==> config.mk <==
export PLATFORM = sky130hd
export DESIGN_NAME = mem_access_unit
export DESIGN_NICKNAME = d
export VERILOG_FILES = /design/src/rtl/mem_access_unit.sv
export SDC_FILE = /design/constraint.sdc
export NUM_CORES = 1
export LEC_CHECK = 0
export BUFFER_PORTS_ARGS = -buffer_cell sky130_fd_sc_hd__buf_2
export CAP_MARGIN = 10
export CORE_UTILIZATION = 25
export DETAILED_ROUTE_END_ITERATION = 6
export GPL_TIMING_DRIVEN = 0
export PLACE_DENSITY = 0.45
export SYNTH_ARGS = -nofsm -noshare
export SYNTH_HDL_FRONTEND = slang
export SYNTH_SLANG_ARGS = --single-unit
==> constraint.sdc <==
create_clock -name clk -period 2.2 [get_ports clk]
set_clock_uncertainty 0.1 [all_clocks]
set_input_delay 0.22 -clock clk [delete_from_list [all_inputs] [get_ports clk]]
set_output_delay 0.22 -clock clk [all_outputs]
set_load 0.005 [all_outputs]
==> src/rtl/mem_access_unit.sv <==
// Memory-stage load/store engine: valid/ready request handshake to external memory,
// splitting of word-crossing accesses into two aligned beats, and load extension.
module mem_access_unit #(
  parameter int unsigned XLEN           = 32,
  parameter bit          MISALIGN_SPLIT = 1'b1
) (
  input  logic              clk,
  input  logic              reset_n,
  input  logic              Req_Valid_M,
  input  logic              Req_Write_M,
  input  logic [1:0]        Req_Size_M,
  input  logic              Req_Unsigned_M,
  input  logic [XLEN-1:0]   Req_Adr_M,
  input  logic [XLEN-1:0]   Req_WriteData_M,
  output logic              Stall_M,
  output logic              Resp_Valid_M,
  output logic [XLEN-1:0]   LoadData_M,
  output logic              Fault_M,
  output logic              Ext_ReqValid,
  input  logic              Ext_ReqReady,
  output logic              Ext_Write,
  output logic [XLEN-1:0]   Ext_Adr,
  output logic [XLEN/8-1:0] Ext_ByteEn,
  output logic [XLEN-1:0]   Ext_WriteData,
  input  logic              Ext_RespValid,
  input  logic [XLEN-1:0]   Ext_ReadData
);

  localparam int unsigned BYTES  = XLEN / 8;
  localparam int unsigned OFS    = $clog2(BYTES);
  localparam int unsigned LANES2 = 2 * BYTES;

  typedef enum logic [2:0] {IDLE, REQ0, RSP0, REQ1, RSP1, DONE} state_t;

  state_t              state;

  logic [OFS-1:0]      cap_off;
  logic [1:0]          cap_sz;
  logic                cap_uns;
  logic                cap_write;
  logic                cap_split;
  logic [XLEN-1:0]     cap_adr1;
  logic [BYTES-1:0]    cap_be1;
  logic [XLEN-1:0]     cap_wd1;
  logic [XLEN-1:0]     beat0;

  logic [OFS-1:0]      in_off;
  logic [1:0]          in_sz;
  logic [LANES2-1:0]   in_mask;
  logic                in_split;
  logic [2*XLEN-1:0]   in_wd2;
  logic [XLEN-1:0]     in_adr0;

  logic [2*XLEN-1:0]   rd2;
  logic [XLEN-1:0]     raw;
  logic [XLEN-1:0]     ld_ext;

  function automatic logic [XLEN-1:0] extend(input logic [XLEN-1:0] v,
                                             input logic [1:0] sz,
                                             input logic uns);
    logic [XLEN-1:0] r;
    r = v;
    case (sz)
      2'd0:    r = uns ? XLEN'(v[7:0])  : XLEN'(signed'(v[7:0]));
      2'd1:    r = uns ? XLEN'(v[15:0]) : XLEN'(signed'(v[15:0]));
      2'd2:    r = uns ? XLEN'(v[31:0]) : XLEN'(signed'(v[31:0]));
      default: r = v;
    endcase
    return r;
  endfunction

  // Lane arithmetic for a new request, evaluated straight off the M-stage inputs
  // so the first beat can be presented on the cycle after acceptance.
  always_comb begin
    in_off   = Req_Adr_M[OFS-1:0];
    in_sz    = (32'(Req_Size_M) > OFS) ? 2'(OFS) : Req_Size_M;
    in_mask  = LANES2'((32'd1 << (32'd1 << in_sz)) - 32'd1) << in_off;
    in_split = |in_mask[LANES2-1:BYTES];
    in_wd2   = {{XLEN{1'b0}}, Req_WriteData_M} << {in_off, 3'b000};
    in_adr0  = {Req_Adr_M[XLEN-1:OFS], {OFS{1'b0}}};
  end

  always_comb begin
    rd2    = cap_split ? {Ext_ReadData, beat0} : {{XLEN{1'b0}}, Ext_ReadData};
    raw    = XLEN'(rd2 >> {cap_off, 3'b000});
    ld_ext = extend(raw, cap_sz, cap_uns);
  end

  always_comb begin
    Stall_M = 1'b0;
    if (state == IDLE) Stall_M = Req_Valid_M & reset_n;
    else               Stall_M = (state != DONE);
  end

  always_ff @(posedge clk) begin
    if (!reset_n) begin
      state         <= IDLE;
      Resp_Valid_M  <= 1'b0;
      LoadData_M    <= '0;
      Fault_M       <= 1'b0;
      Ext_ReqValid  <= 1'b0;
      Ext_Write     <= 1'b0;
      Ext_Adr       <= '0;
      Ext_ByteEn    <= '0;
      Ext_WriteData <= '0;
      cap_off       <= '0;
      cap_sz        <= '0;
      cap_uns       <= 1'b0;
      cap_write     <= 1'b0;
      cap_split     <= 1'b0;
      cap_adr1      <= '0;
      cap_be1       <= '0;
      cap_wd1       <= '0;
      beat0         <= '0;
    end else begin
      Resp_Valid_M <= 1'b0;
      Fault_M      <= 1'b0;
      LoadData_M   <= '0;
      case (state)
        IDLE: begin
          if (Req_Valid_M) begin
            cap_off   <= in_off;
            cap_sz    <= in_sz;
            cap_uns   <= Req_Unsigned_M;
            cap_write <= Req_Write_M;
            cap_split <= in_split;
            cap_adr1  <= in_adr0 + XLEN'(BYTES);
            cap_be1   <= Req_Write_M ? in_mask[LANES2-1:BYTES] : '0;
            cap_wd1   <= Req_Write_M ? in_wd2[2*XLEN-1:XLEN] : '0;
            if (!MISALIGN_SPLIT && in_split) begin
              state        <= DONE;
              Resp_Valid_M <= 1'b1;
              Fault_M      <= 1'b1;
            end else begin
              state         <= REQ0;
              Ext_ReqValid  <= 1'b1;
              Ext_Write     <= Req_Write_M;
              Ext_Adr       <= in_adr0;
              Ext_ByteEn    <= Req_Write_M ? in_mask[BYTES-1:0] : '0;
              Ext_WriteData <= Req_Write_M ? in_wd2[XLEN-1:0] : '0;
            end
          end
        end
        REQ0, REQ1: begin
          if (Ext_ReqReady) begin
            state         <= (state == REQ0) ? RSP0 : RSP1;
            Ext_ReqValid  <= 1'b0;
            Ext_Write     <= 1'b0;
            Ext_Adr       <= '0;
            Ext_ByteEn    <= '0;
            Ext_WriteData <= '0;
          end
        end
        RSP0: begin
          if (Ext_RespValid) begin
            beat0 <= Ext_ReadData;
            if (cap_split) begin
              state         <= REQ1;
              Ext_ReqValid  <= 1'b1;
              Ext_Write     <= cap_write;
              Ext_Adr       <= cap_adr1;
              Ext_ByteEn    <= cap_be1;
              Ext_WriteData <= cap_wd1;
            end else begin
              state        <= DONE;
              Resp_Valid_M <= 1'b1;
              LoadData_M   <= cap_write ? '0 : ld_ext;
            end
          end
        end
        RSP1: begin
          if (Ext_RespValid) begin
            state        <= DONE;
            Resp_Valid_M <= 1'b1;
            LoadData_M   <= cap_write ? '0 : ld_ext;
          end
        end
        DONE:    state <= IDLE;
        default: state <= IDLE;
      endcase
    end
  end

endmodule

Word-level counts from Yosys, hierarchy flattened
Cells that the tools add are included.
{"block": "totals", "regBits": 213, "input_bits": 105, "out_inout_bits": 105, "wordCells": 95}
{"block": "classes", "addsub": 2, "order_cmp": 1, "n_eq_ne": 11, "n_shift": 5, "n_mux": 49, "bitwise": 1, "n_reduce_logical": 9}
{"cell": "32-bit two-way mux", "n": 15}
{"cell": "32-bit one-hot mux with 3 select lines", "n": 2}
{"cell": "32-bit one-hot mux with 2 select lines", "n": 2}
{"cell": "64-bit two-way mux", "n": 1}
{"cell": "32-bit by 5-bit left shift with 64-bit output", "n": 1}
{"cell": "64-bit by 5-bit >> shifter with 32-bit output", "n": 1}
{"cell": "32-bit by 3-bit adder with 32-bit output (second input constant)", "n": 1}
{"cell": "1-bit by 2-bit left shift with 32-bit output (first input constant)", "n": 1}
{"cell": "1-bit by 32-bit left shift with 8-bit output (first input constant)", "n": 1}
{"cell": "4-bit two-way mux", "n": 6}
{"cell": "3-bit two-way mux", "n": 6}
{"cell": "3-bit one-hot mux with 4 select lines", "n": 1}
{"cell": "4-bit one-hot mux with 3 select lines", "n": 1}
{"cell": "1-bit two-way mux", "n": 11}
{"cell": "2-bit inequality test (second input constant)", "n": 5}
{"cell": "8-bit by 2-bit left shift with 8-bit output", "n": 1}
{"cell": "8-bit by 1-bit subtractor with 8-bit output (second input constant)", "n": 1}
{"cell": "3-bit by 2-bit == test with 1-bit output (second input constant)", "n": 2}
{"cell": "1-bit one-hot mux with 3 select lines", "n": 2}
{"cell": "5-bit AND reduction", "n": 1}
{"cell": "2-bit AND reduction", "n": 2}
{"cell": "4-bit AND reduction", "n": 1}
{"cell": "4-bit OR reduction", "n": 1}
{"cell": "3-bit by 1-bit == test with 1-bit output (second input constant)", "n": 1}
{"cell": "11 further kinds", "n": 11}

Depth between registers and ports, before layout
{"block": "logic_depth", "depth_word": 9, "depth_mapped": 8, "mapped_depth_nobuf": 6}

Worst setup path before layout
OpenSTA, ideal clock, no wires.
{"block": "synth_timing", "path_type": "register to register", "startpoint": "register cap_off[0]", "endpoint": "register LoadData_M[21]", "setup_ns": 0.138, "arrival_ns": 1.740, "required_time_ns": 1.962, "slack_ns": 0.222, "stages_incl_launch_ff": 9, "n_path_buf": 3, "period_less_slack_ns": 1.978, "path_cell_list": "dfxtp_1 buf_6 buf_12 mux2_1 o22ai_1 nor4_2 a211oi_4 buf_6 a211oi_2"}
{"block": "synth_between", "elab_chain_len": 7, "word_cells_on_any_way": 9, "cone_classes": "shift (1); mux (8)"}
{"item": "from (decl)", "line_no": "37", "source": "logic [OFS-1:0] cap_off;"}
{"item": "from (signal assigned)", "line_no": "122", "source": "cap_off <= in_off;"}
{"item": "64-bit by 5-bit >> shifter with 32-bit output *", "line_no": "85", "source": "raw = XLEN'(rd2 >> {cap_off, 3'b000});"}
{"item": "32-bit two-way mux (on tied branches)", "line_no": "65, 64"}
{"item": "32-bit one-hot mux with 2 select lines *", "line_no": "63", "source": "case (sz)"}
{"item": "32-bit two-way mux *", "line_no": "167, 175"}
{"item": "32-bit two-way mux", "line_no": "157", "source": "if (cap_split) begin"}
{"item": "32-bit two-way mux", "line_no": "155", "source": "if (Ext_RespValid) begin"}
{"item": "32-bit one-hot mux with 2 select lines *", "line_no": "119", "source": "case (state)"}
{"item": "to (signal assigned)", "line_no": "167", "source": "LoadData_M <= cap_write ? '0 : ld_ext;"}
{"item": "to (signal assigned)", "line_no": "175", "source": "LoadData_M <= cap_write ? '0 : ld_ext;"}
{"item": "to (decl)", "line_no": "17", "source": "output logic [XLEN-1:0] LoadData_M,"}
Every way passes the cells marked *; elsewhere a longest branch is shown, timed or not.
A chain may end at the register's enable or synchronous reset.

Final worst setup path
{"block": "layout_timing", "startpoint": "register state[1]", "endpoint": "register Ext_Adr[11]"}
{"block": "layout_between", "elab_chain_len": 4, "word_cells_on_any_way": 12, "cone_classes": "eq/ne (7); mux (1); reduce/logical (4)"}
{"item": "from (decl)", "line_no": "35", "source": "state_t state;"}
{"item": "from (signal assigned)", "line_no": "146", "source": "state <= (state == REQ0) ? RSP0 : RSP1;"}
{"item": "3-bit by 1-bit == test with 1-bit output / 3-bit by 2-bit == test with 1-bit output (equally long branches)", "line_no": "119"}
{"item": "2-bit OR reduction", "line_no": "119"}
{"item": "2-bit inequality test (no line) / 3-bit nonzero test (equally long branches)"}
{"item": "5-bit AND reduction (no line)"}
{"item": "to (signal assigned)", "line_no": "138", "source": "Ext_Adr <= in_adr0;"}
{"item": "to (signal assigned)", "line_no": "161", "source": "Ext_Adr <= cap_adr1;"}
{"item": "to (decl)", "line_no": "22", "source": "output logic [XLEN-1:0] Ext_Adr,"}
Several ways; a longest one is shown, not always the timed one.

==> results.cfg <==
[power]
switchingPower_w = 0.00331
p_per_area_nw_per_um2 = 794
power.share.switching = 0.307
p_int_w = 0.00747
power_frac_clock = 0.404
irDropWorstVdd_mv = 0.567
p_leak_nw = 5.37
power_frac_seq = 0.377
p_total_w = 0.0108
share_comb_of_total_power = 0.219

[critical_path]
endpoint = Ext_Adr[11]$_SDFFE_PN0P_
cp-start-kind = flip-flop
worst_r2r_path_depth = 8
startpoint = state[1]$_SDFFE_PN0P_
cp_max_fo = 10
critPathKind = reg2reg
r2r_slack_ns = 0.04
crit_required_ns = 2.52
r2r_start = state[1]$_SDFFE_PN0P_
end_kind = flip-flop
rr_endpoint = Ext_Adr[11]$_SDFFE_PN0P_
cp.arrival_ns = 2.48

[timing]
hold_viol_final = 0
fmax_mhz = 462
slew_violations = 0
layout_setup_ws_ns = 0.0361
finalCritPeriodShare = 0.984
hold-worst-slack_ns = 0.0816
worst_pin_slew_ns = 0.877
rsz0062_at_grt = yes
min_period_ns = 2.16
slew_headroom = 0.410
final-setup-viol-count = 0

[finish]
drive_above_1_share = 0.293
area_delta_synth_final_pct = 43.0
nFillCells = 3984
nNetsFinal = 1549
postLayoutCoreUtil = 0.362
diodes = 0
instances_no_fill = 1971

[clocking]
clk-insertion-delay-late_ns = 0.56
cts_root_buf = clkbuf_16
cts_buffer_depth = 3
clock-sinks = 201
cts_buffers = 25
cts_tree = done
htree_levels = 1
clk_pin_slew_worst_paths_ns = 0.06

[job]
cap_violations = 0

[synth]
ys_top_cells_by_count = dfxtp_1 (201), nand2_1 (143), nor2_1 (112), a21oi_1 (92), clkbuf_1 (65)
synth_edf_count = 0
yosysMostFrequentCell = dfxtp_1
syn_avg_cell_area_um2 = 8.54
synth.area.top_cells = dfxtp_1 (42%), mux2i_1 (5.9%), nand2_1 (5.7%), a21oi_1 (4.8%), nor2_1 (4.4%)
synth.cell_area_um2 = 9500
synthCells = 1112
ys_ff_latch = 201
yosysUniqueCellTypes = 60
synth.top_cell.area_share = 0.424
async_reset_ff_frac = 0
ys.flop_type = dfxtp_1
synth_largest_area_cell = dfxtp_1
ys_seq_area_frac = 0.424
ys.warnings.count = 0

[detailed_routing]
drc_errors = 0
met1_length_um = 17100
wl_met2_um = 17300
vias = 9693
wl_per_cell_um = 19.1
drt_iter0_drc = 580
vias_per_cell = 4.92
dr.max_layer_used = met4
first_pass_iters = 5
dr_wl_met3_um = 2470
drt-total-wl_um = 37600
ant_nets = 0

[grt]
grt_usage = 0.189
grt_antenna_before_repair = 0
grt_max_degree = 20
grt_pass1_wl_um = 56800
gr-total-overflow = 0
grt_pass1_vias = 9646

[die]
ios = 210
dieArea_um2 = 38800
die_h_um = 197
core_area_um2 = 37500
rows = 71
die_w_um = 197
start_util = 0.253

[min_path]
min_from = Req_WriteData_M[10]
hp-class = in2reg

[place]
place_inst = 1828
hpwlAfterDp_um = 27100
gp_congestion = 0.879
port_buffers = 203
place_ws_ns = -0.660

[status]
outcome = completed
==> critical path: stages, from the launching register on <==
cell      delay [ns]
dfxtp_1         0.29
clkbuf_4        0.17
nand2b_2        0.24
a31o_2          0.30
a21o_1          0.17
clkbuf_4        0.21
buf_6           0.18
a221oi_1        0.28
nor3_1          0.07
==> power groups by stage <==
stage / registers, W / clock network [W] / logic (W)
after global routing: 0.00410 / 0.00461 / 0.00257
after CTS: 0.00406 / 0.00444 / 0.00222
after floorplan: 0.00411 / 0 / 0.00115
after detailed placement: 0.00412 / 0 / 0.00197
after global placement: 0.00412 / 0 / 0.00198
final: 0.00407 / 0.00435 / 0.00236
==> repair_timing <==
action                                  CTS  global route
endpoints found under the hold margin   130             0
buffers inserted                          5             2
cloned                                    0             1
endpoints found under the setup margin  183           128
hold buffers                             94             0
resized for setup                        77            78
pin swaps                                 2             3
==> cell type report <==
type	instances	area, um^2	share of cell area
multi-input cells	803	5470	0.403
flip-flops and latches	201	4030	0.296
well taps	511	639	0.0471
clock inverters	11	160	0.0118
plain buffers	98	533	0.0392
inverters	9	36.3	0.00267
repair buffers	305	2020	0.149
clock buffers	33	696	0.0512
==> cell families after synthesis <==
group / after synthesis / synth area share
compound gates: 295 / 0.208
mux: 82 / 0.0994
buf+inv: 110 / 0.0509
other cells: 1 / 0.000395
xor+xnor: 28 / 0.0258
fa+ha+maj: 1 / 0.00132
flops: 201 / 0.424
simple gates: 394 / 0.190
==> state kept, by name (all words and copies together) (netlist names), 4 cells and up <==
name / count
Ext_Adr: 30
Ext_ByteEn: 4
Ext_WriteData: 32
cap_be1: 4
cap_wd1: 24
LoadData_M: 32
cap_adr1: 30
beat0: 32
==> layout by cell type, fill, tap and decap left out, types with 25 or more instances in the layout <==
| master | count |
|---|---|
| a21oi_1 | 89 |
| a221oi_2 | 34 |
| buf_2 | 217 |
| clkbuf_1 | 47 |
| clkbuf_16 | 25 |
| dfxtp_1 | 199 |
| dlygate4sd3_1 | 94 |
| mux2i_1 | 53 |
| nand2_1 | 142 |
| nor2_1 | 110 |
| nor3_1 | 56 |
| o21ai_0 | 55 |
==> through the flow <==
stage               area [um^2]  setup TNS (ns)
CTS                       13300               0
detailed placement        11200          -54.45
finish                    13600               0
global placement          11200          -52.14
floorplan                  9500               0
global route              13600          -0.516
==> metal layers <==
| metal | global-route usage | vias up |
|---|---|---|
| met5 | 0 | - |
| met1 | 0.255 | 4629 |
| met4 | 0.0445 | 0 |
| met2 | 0.310 | 338 |
| li1 | - | 4678 |
| met3 | 0.0376 | 48 |
==> worst min path at each step <==
stage	cells after the start	slack (ns)	end
global placement	2	0.34	cap_wd1[11]$_SDFFE_PN0P_
global route	5	0.11	cap_wd1[5]$_SDFFE_PN0P_
detailed placement	2	0.35	cap_wd1[11]$_SDFFE_PN0P_
finish	5	0.08	cap_wd1[2]$_SDFFE_PN0P_
CTS	5	0.05	Ext_WriteData[31]$_SDFFE_PN0P_
floorplan	1	0.22	cap_adr1[2]$_SDFFE_PN0P_
No activity file was read; power rests on OpenSTA's default activity.
